### config.mk
export PLATFORM = sky130hd
export DESIGN_NAME = load_store_unit
export DESIGN_NICKNAME = d
export VERILOG_FILES = /design/src/rtl/lsu_pkg.sv /design/src/rtl/lsu_byte_lane.sv /design/src/rtl/load_store_unit.sv
export SDC_FILE = /design/constraint.sdc
export NUM_CORES = 1
export LEC_CHECK = 0
export CORE_UTILIZATION = 50
export DETAILED_ROUTE_END_ITERATION = 8
export PLACE_DENSITY = 0.84
export SLEW_MARGIN = 15
export SYNTH_ARGS = -nofsm -noshare
export SYNTH_HDL_FRONTEND = slang
export SYNTH_SLANG_ARGS = --single-unit
### constraint.sdc
create_clock -name clk -period 6.1 [get_ports clk]
set_input_delay 1.83 -clock clk [delete_from_list [all_inputs] [get_ports clk]]
set_output_delay 1.83 -clock clk [all_outputs]
set_load 0.1 [all_outputs]
### src/rtl/lsu_pkg.sv
// Shared types for the load/store unit.
// Access size encoding, FSM states and the registered request bundle.
package lsu_pkg;

  typedef enum logic [1:0] {
    SZ_BYTE = 2'b00,
    SZ_HALF = 2'b01,
    SZ_WORD = 2'b10,
    SZ_BAD  = 2'b11
  } size_e;

  typedef enum logic [1:0] {
    IDLE  = 2'b00,
    READ  = 2'b01,
    WRITE = 2'b10,
    RESP  = 2'b11
  } state_e;

  typedef struct packed {
    logic        write;
    size_e       size;
    logic        uns;
    logic [31:0] wdata;
  } lsu_req_t;

  // Illegal size, or an access not naturally aligned to its size.
  function automatic logic bad_access(
    input logic [1:0] size,
    input logic [1:0] lo
  );
    logic bad;
    bad = 1'b0;
    unique case (1'b1)
      size == SZ_BAD:  bad = 1'b1;
      size == SZ_HALF: bad = lo[0];
      size == SZ_WORD: bad = |lo;
      default:         bad = 1'b0;
    endcase
    return bad;
  endfunction

endpackage

### src/rtl/lsu_byte_lane.sv
// Byte-lane steering for the load/store unit.
// Extracts and extends load data; merges sub-word store data into a word.
module lsu_byte_lane
  import lsu_pkg::*;
(
  input  logic [31:0] word,
  input  logic [1:0]  lo,
  input  size_e       size,
  input  logic        uns,
  input  logic [31:0] wdata,
  output logic [31:0] load_data,
  output logic [31:0] merged
);

  logic [7:0]  b;
  logic [15:0] h;
  logic [4:0]  sh;

  always_comb begin
    sh        = {lo, 3'b000};
    b         = word[sh +: 8];
    h         = lo[1] ? word[31:16] : word[15:0];
    load_data = word;
    merged    = wdata;
    unique case (1'b1)
      size == SZ_BYTE: begin
        load_data = {{24{b[7] & ~uns}}, b};
        merged    = word;
        merged[sh +: 8] = wdata[7:0];
      end
      size == SZ_HALF: begin
        load_data = {{16{h[15] & ~uns}}, h};
        merged    = lo[1] ? {wdata[15:0], word[15:0]}
                          : {word[31:16], wdata[15:0]};
      end
      default: begin
        load_data = word;
        merged    = wdata;
      end
    endcase
  end

endmodule

### src/rtl/load_store_unit.sv
// Load/store unit bridging a CPU request channel to a word memory.
// Sub-word stores are read-modify-write; misaligned requests error out.
module load_store_unit
  import lsu_pkg::*;
#(
  parameter int ADDR_W = 32
) (
  input  logic              clk,
  input  logic              rst_n,
  input  logic              req_valid,
  output logic              req_ready,
  input  logic              req_write,
  input  logic [1:0]        req_size,
  input  logic              req_unsigned,
  input  logic [ADDR_W-1:0] req_addr,
  input  logic [31:0]       req_wdata,
  output logic              resp_valid,
  input  logic              resp_ready,
  output logic [31:0]       resp_rdata,
  output logic              resp_error,
  output logic [ADDR_W-1:0] mem_address,
  output logic [31:0]       mem_write_data,
  output logic              mem_write_enable,
  input  logic [31:0]       mem_read_data
);

  state_e            state;
  lsu_req_t          rq;
  logic [ADDR_W-1:0] addr_q;
  logic [31:0]       wword_q;
  logic [31:0]       lane_load;
  logic [31:0]       lane_merge;
  logic              accept;
  logic              bad;
  logic              mem_act;

  assign req_ready  = state == IDLE;
  assign resp_valid = state == RESP;
  assign accept     = req_valid && req_ready;
  assign bad        = bad_access(req_size, req_addr[1:0]);

  assign mem_act          = (state == READ) || (state == WRITE);
  assign mem_write_enable = state == WRITE;
  assign mem_address      = mem_act ? (addr_q >> 2) : '0;
  assign mem_write_data   = mem_write_enable ? wword_q : '0;

  lsu_byte_lane u_lane (
    .word      (mem_read_data),
    .lo        (addr_q[1:0]),
    .size      (rq.size),
    .uns       (rq.uns),
    .wdata     (rq.wdata),
    .load_data (lane_load),
    .merged    (lane_merge)
  );

  always_ff @(posedge clk or negedge rst_n) begin
    if (!rst_n) begin
      state      <= IDLE;
      rq         <= '0;
      addr_q     <= '0;
      wword_q    <= '0;
      resp_rdata <= '0;
      resp_error <= 1'b0;
    end else begin
      unique case (state)
        IDLE: begin
          if (accept) begin
            rq.write   <= req_write;
            rq.size    <= size_e'(req_size);
            rq.uns     <= req_unsigned;
            rq.wdata   <= req_wdata;
            addr_q     <= req_addr;
            wword_q    <= req_wdata;
            resp_rdata <= '0;
            resp_error <= bad;
            if (bad)
              state <= RESP;
            else if (req_write && req_size == SZ_WORD)
              state <= WRITE;
            else
              state <= READ;
          end
        end
        READ: begin
          if (rq.write) begin
            wword_q <= lane_merge;
            state   <= WRITE;
          end else begin
            resp_rdata <= lane_load;
            state      <= RESP;
          end
        end
        WRITE: state <= RESP;
        RESP: begin
          if (resp_ready) begin
            resp_rdata <= '0;
            resp_error <= 1'b0;
            state      <= IDLE;
          end
        end
        default: state <= IDLE;
      endcase
    end
  end

endmodule
== After elaboration in Yosys (flattened, before gate mapping) ==
Index checks and enable logic that the tools add are counted.
W data, S select, Z words.
Storage, ports and cells
  flip-flop bits (word level): 135
  bits in latches: 0
  RAM bits: 0
  bits in read-only memories: 0
  input port bits: 104
  output and inout bits: 100
  word-level logic and storage cells: 65
  memories: 0
Operators by class
  $add $sub $neg: 1
  $mul: 0
  divide/modulo/power cells: 0
  order comparisons: 0
  eq/ne operators: 11
  shift operators: 3
  multiplexer cells: 24
  bitwise logic cells: 3
  reductions and logical operators: 14
Operator list (count)
  $mux W32: 7
  $pmux W32 S2: 3
  $pmux W32 S3: 1
  $bwmux W32: 1
  $shift A8 B7 Y32 const A: 1
  $shiftx A32 B6 Y8: 1
  $shiftx A8 B7 Y32: 1
  $mux W30: 1
  $mux W16: 1
  $eq A2 B2 Y1 const B: 4
  $mux W2: 4
  $pmux W2 S4: 1
  $neg A5 Y7: 1
  $eq A2 B1 Y1 const B: 3
  $reduce_and A3 Y1: 2
  $logic_not A2 Y1: 2
  $ne A2 B1 Y1 const B: 2
  $ne A2 B2 Y1 const B: 2
  $reduce_and A2 Y1: 2
  $reduce_and A4 Y1: 1
  $reduce_bool A2 Y1: 2
  $mux W1: 3
  $pmux W1 S3: 1
  $reduce_bool A3 Y1: 1
  6 further kinds: 8

== Logic depth before layout (Yosys ltp) ==
  word-level depth: 6
  gate-level depth with buffers: 9
  gate-level depth less buffers: 6

== By module ==
A second synthesis with hierarchy kept.
Second synthesis, totals
  cells, all modules: 776
  area total of the unflattened synthesis: 8120.3 sq um
By module, submodules not included
  load_store_unit: times used 1, cells each 488, area an instance 6269.8 sq um, seq. area each 3378.2 sq um
  lsu_byte_lane: times used 1, cells each 288, area an instance 1850.5 sq um, seq. area each 0.0 sq um

== Worst setup path before layout ==
Ideal clock, no wire load.
  kind: register to output
  from: register state[0]
  to: output mem_write_data[10]
  data arrival time: 2.594 ns
  required time: 4.270 ns
  setup slack: 1.676 ns
  cell stages (with the launch flop): 6
  path buffers: 2
  cells stage by stage: dfrtp_1 > inv_1 > ha_1 > clkbuf_1 > clkbuf_1 > and2_1
On the way
  cells in the longest elaborated chain, start to end: 2
RTL lines
  from (decl): line load_store_unit.sv:27  | state_e state;
  from (signal assigned): line load_store_unit.sv:59  | state <= IDLE;
  from (signal assigned): line load_store_unit.sv:78  | state <= RESP;
  from (signal assigned): line load_store_unit.sv:80  | state <= WRITE;
  $eq A2 B2 Y1: line load_store_unit.sv:43  | assign mem_write_enable = state == WRITE;
  net mem_write_enable: line load_store_unit.sv:23  | output logic mem_write_enable,
  $mux W32: line load_store_unit.sv:45  | assign mem_write_data = mem_write_enable ? wword_q : '0;
  to (decl): line load_store_unit.sv:22  | output logic [31:0] mem_write_data,
The timed path passes the listed nets, and every way through them passes these cells.

== Worst setup path in the final report ==
  from: register state[0]
  to: output mem_address[18]
On the way
  cells in the longest elaborated chain, start to end: 3
  elaborated cells on any way between the ends: 4
  those cells by class: 2 x eq/ne; 1 x mux; 1 x reduce/logical
RTL lines
  $eq A2 B1 Y1 / $eq A2 B2 Y1 (equally long branches): line load_store_unit.sv:42  | assign mem_act = (state == READ) || (state == WRITE);
  $logic_or A1 B1 Y1 (*): line load_store_unit.sv:42
  $mux W30 (*): line load_store_unit.sv:44  | assign mem_address = mem_act ? (addr_q >> 2) : '0;
  to (decl): line load_store_unit.sv:21  | output logic [ADDR_W-1:0] mem_address,
Mark *: on every way between the ends. The rest lies on a longest branch, timed or not.

==> run summary <==
status = completed
DRC viols = 0
max-cap violations = 0
layout cell share with drive strength beyond 1 = 14.84%
CTS tree = built
CP arrival = 3.04 ns
Post-DRT Antenna Nets = 0
worst setup path category = flop to primary output
Mean Syn Cell Area = 10.55 um2
Synth Flop Type = dfrtp_1
DR iter-0 viols = 797
Worst-Skew Late Latency = 0.42 ns
Die W = 123.3 um
Final min period = 4.870 ns
Clock Sinks = 135
CP Data Required Time = 4.27 ns
Wirelength per Cell = 21.63 um
clock buffer depth = 2
Detailed Routing Iterations Pass 1 = 6
vias = 6481
die height = 123.3 um
Max Slew Vio Count = 0
io pins = 204
clk slew on worst S/H paths = 0.06 ns
Worst slew margin = 32.11%
FP Rows = 43
H-tree levels = 4
cells after synthesis = 697
Worst-Margin Slew = 1.015 ns
Synth area leader = dfrtp_1
Synth cell types = 55
cts hold-fix bufs = 0
largest fanout on the critical path = 31
# port buffers = 201
Area contributors post-synth = dfrtp_1 (46%), mux2_2 (11%), and2_1 (5.4%)
Post-CTS Resized = 0
type of the worst min-delay path = flop to flop
Yosys reg bits = 135
clk_skew = 0.006853 ns
Die ar. = 0.01520 mm2
setup violators final = 0
Setup crit end kind = primary output
asr flop ratio synth = 100.0%
Post-synth EDFFs = 0
part of the cycle the worst path needs = 79.83%
CTS Buf Count = 17
RSZ-0062 raised after global routing = no
Starting Density = 52.17%
Overflow after GRT = 0
Final Hold Viols = 0
final setup TNS = 0 ns
core box area = 0.01410 mm2
initial antenna violation count = 0
largest net degree at the start of global routing = 55
area grow syn2layout = 34.61%
HPWL after detailed placement = 15690 um
gpl congestion = 0.8695
YS warnings = 0
first-pass GRT wire length = 35790 um
Fmax = 205.4 MHz
Mapped Area = 0.007353 mm2
Setup Buffers After CTS = 0
DR vias/cell = 6.137
commonest cells after routing, fill and taps aside = clkdlybuf4s50_1 (200), dfrtp_1 (135), mux2_2 (70)
fin nets = 977
Clock Root Buffer = clkbuf_16
commonest non-fill, non-tap cell in the layout = clkdlybuf4s50_1
share of the synthesized area in the top cell type = 45.94%
startpoint types = flop
ANT cells = 0
DRT Wirelength = 22840 um
GRT Overall Usage = 31.71%
vias in the first global route = 6605
sequential area share after synthesis = 45.94%
## worst max-delay path: stages, from the launching register on
cell             delay (ns)
dfrtp_1                0.39
inv_1                  0.08
ha_1                   0.76
and2_1                 0.24
clkdlybuf4s50_1        1.14
## registers in the layout, summed over array words and instances, names as in the netlist
name        flops
state           2
resp_rdata     32
resp_error      1
addr_q         32
rq             36
wword_q        32
## metal layers
metal | routed length (um) | global-route usage (%) | share of wire (%) | up-vias
met2 | 10550 | 48.88 | 46 | 376
met3 | 2154 | 8.072 | 9.4 | 81
met1 | 9018 | 39.95 | 39 | 3135
li1 | - | - | - | 2889
met5 | 0 | 0 | 0 | -
met4 | 1120 | 19.58 | 4.9 | 0
## layout make-up
type / instances / area, um2
clock inverters: 9 / 77.57
multi-input cells: 493 / 3654
flip-flops and latches: 135 / 3378
clock buffers: 22 / 464.2
fillers: 1017 / 4198
well taps: 180 / 225.2
repair buffers: 209 / 2069
inverters: 8 / 30.03
## logic make-up (layout without fill, tap and decap cells)
logic type	count (synthesis)	count (layout)	share of synthesized area, %
DFF	135	135	45.94
muxes	81	81	13.58
and+or+nand+nor	227	227	16.52
buffers and inverters	70	248	4.526
other	1	2	0.05100
AOI/OAI and AO/OA	174	174	17.85
adders and majority gates	9	9	1.531
## per-stage QoR
step,std cells,worst slack (ns),util (%),instance area [um2],hold slack (ns)
after global routing,1056,1.045,70.22,9898,0.5036
after CTS,1056,1.026,70.18,9893,0.4831
final,1056,1.230,70.22,9898,0.4748
after floorplan,698,1.676,-,7357,0.4424
after detailed placement,1025,1.397,66.34,9351,0.4701
after global placement,1025,1.574,66.34,9351,0.4675
## worst paths after layout
check	startpoint	to	slack, ns	depth (start not counted)
max	state[0]	mem_address[18]	1.23	4
min	wword_q[4]	wword_q[4]	0.47	2
max reg2reg	state[1]	resp_rdata[18]	2.94	7
min reg2reg	wword_q[4]	wword_q[4]	0.47	2
max in group asynchronous	rst_n	wword_q[15]	3.57	2
min in group asynchronous	rst_n	resp_rdata[27]	1.45	1
## cell usage after synthesis (all sizes together) (8+ instances only)
cell type / count
dfrtp: 135
mux2: 70
and2: 63
nand2: 52
o21ai: 49
nor2: 39
buf: 32
clkbuf: 30
nand2b: 17
nand3: 17
a221o: 16
a221oi: 16
a22oi: 15
nor2b: 13
a21oi: 11
nor3: 10
a211oi: 9
a31oi: 9
a32o: 9
ha: 9
inv: 8
mux4: 8
o2111a: 8
Power is not shown: default switching activity piles up to over one toggle a cycle in this logic, so the estimate is an artifact.
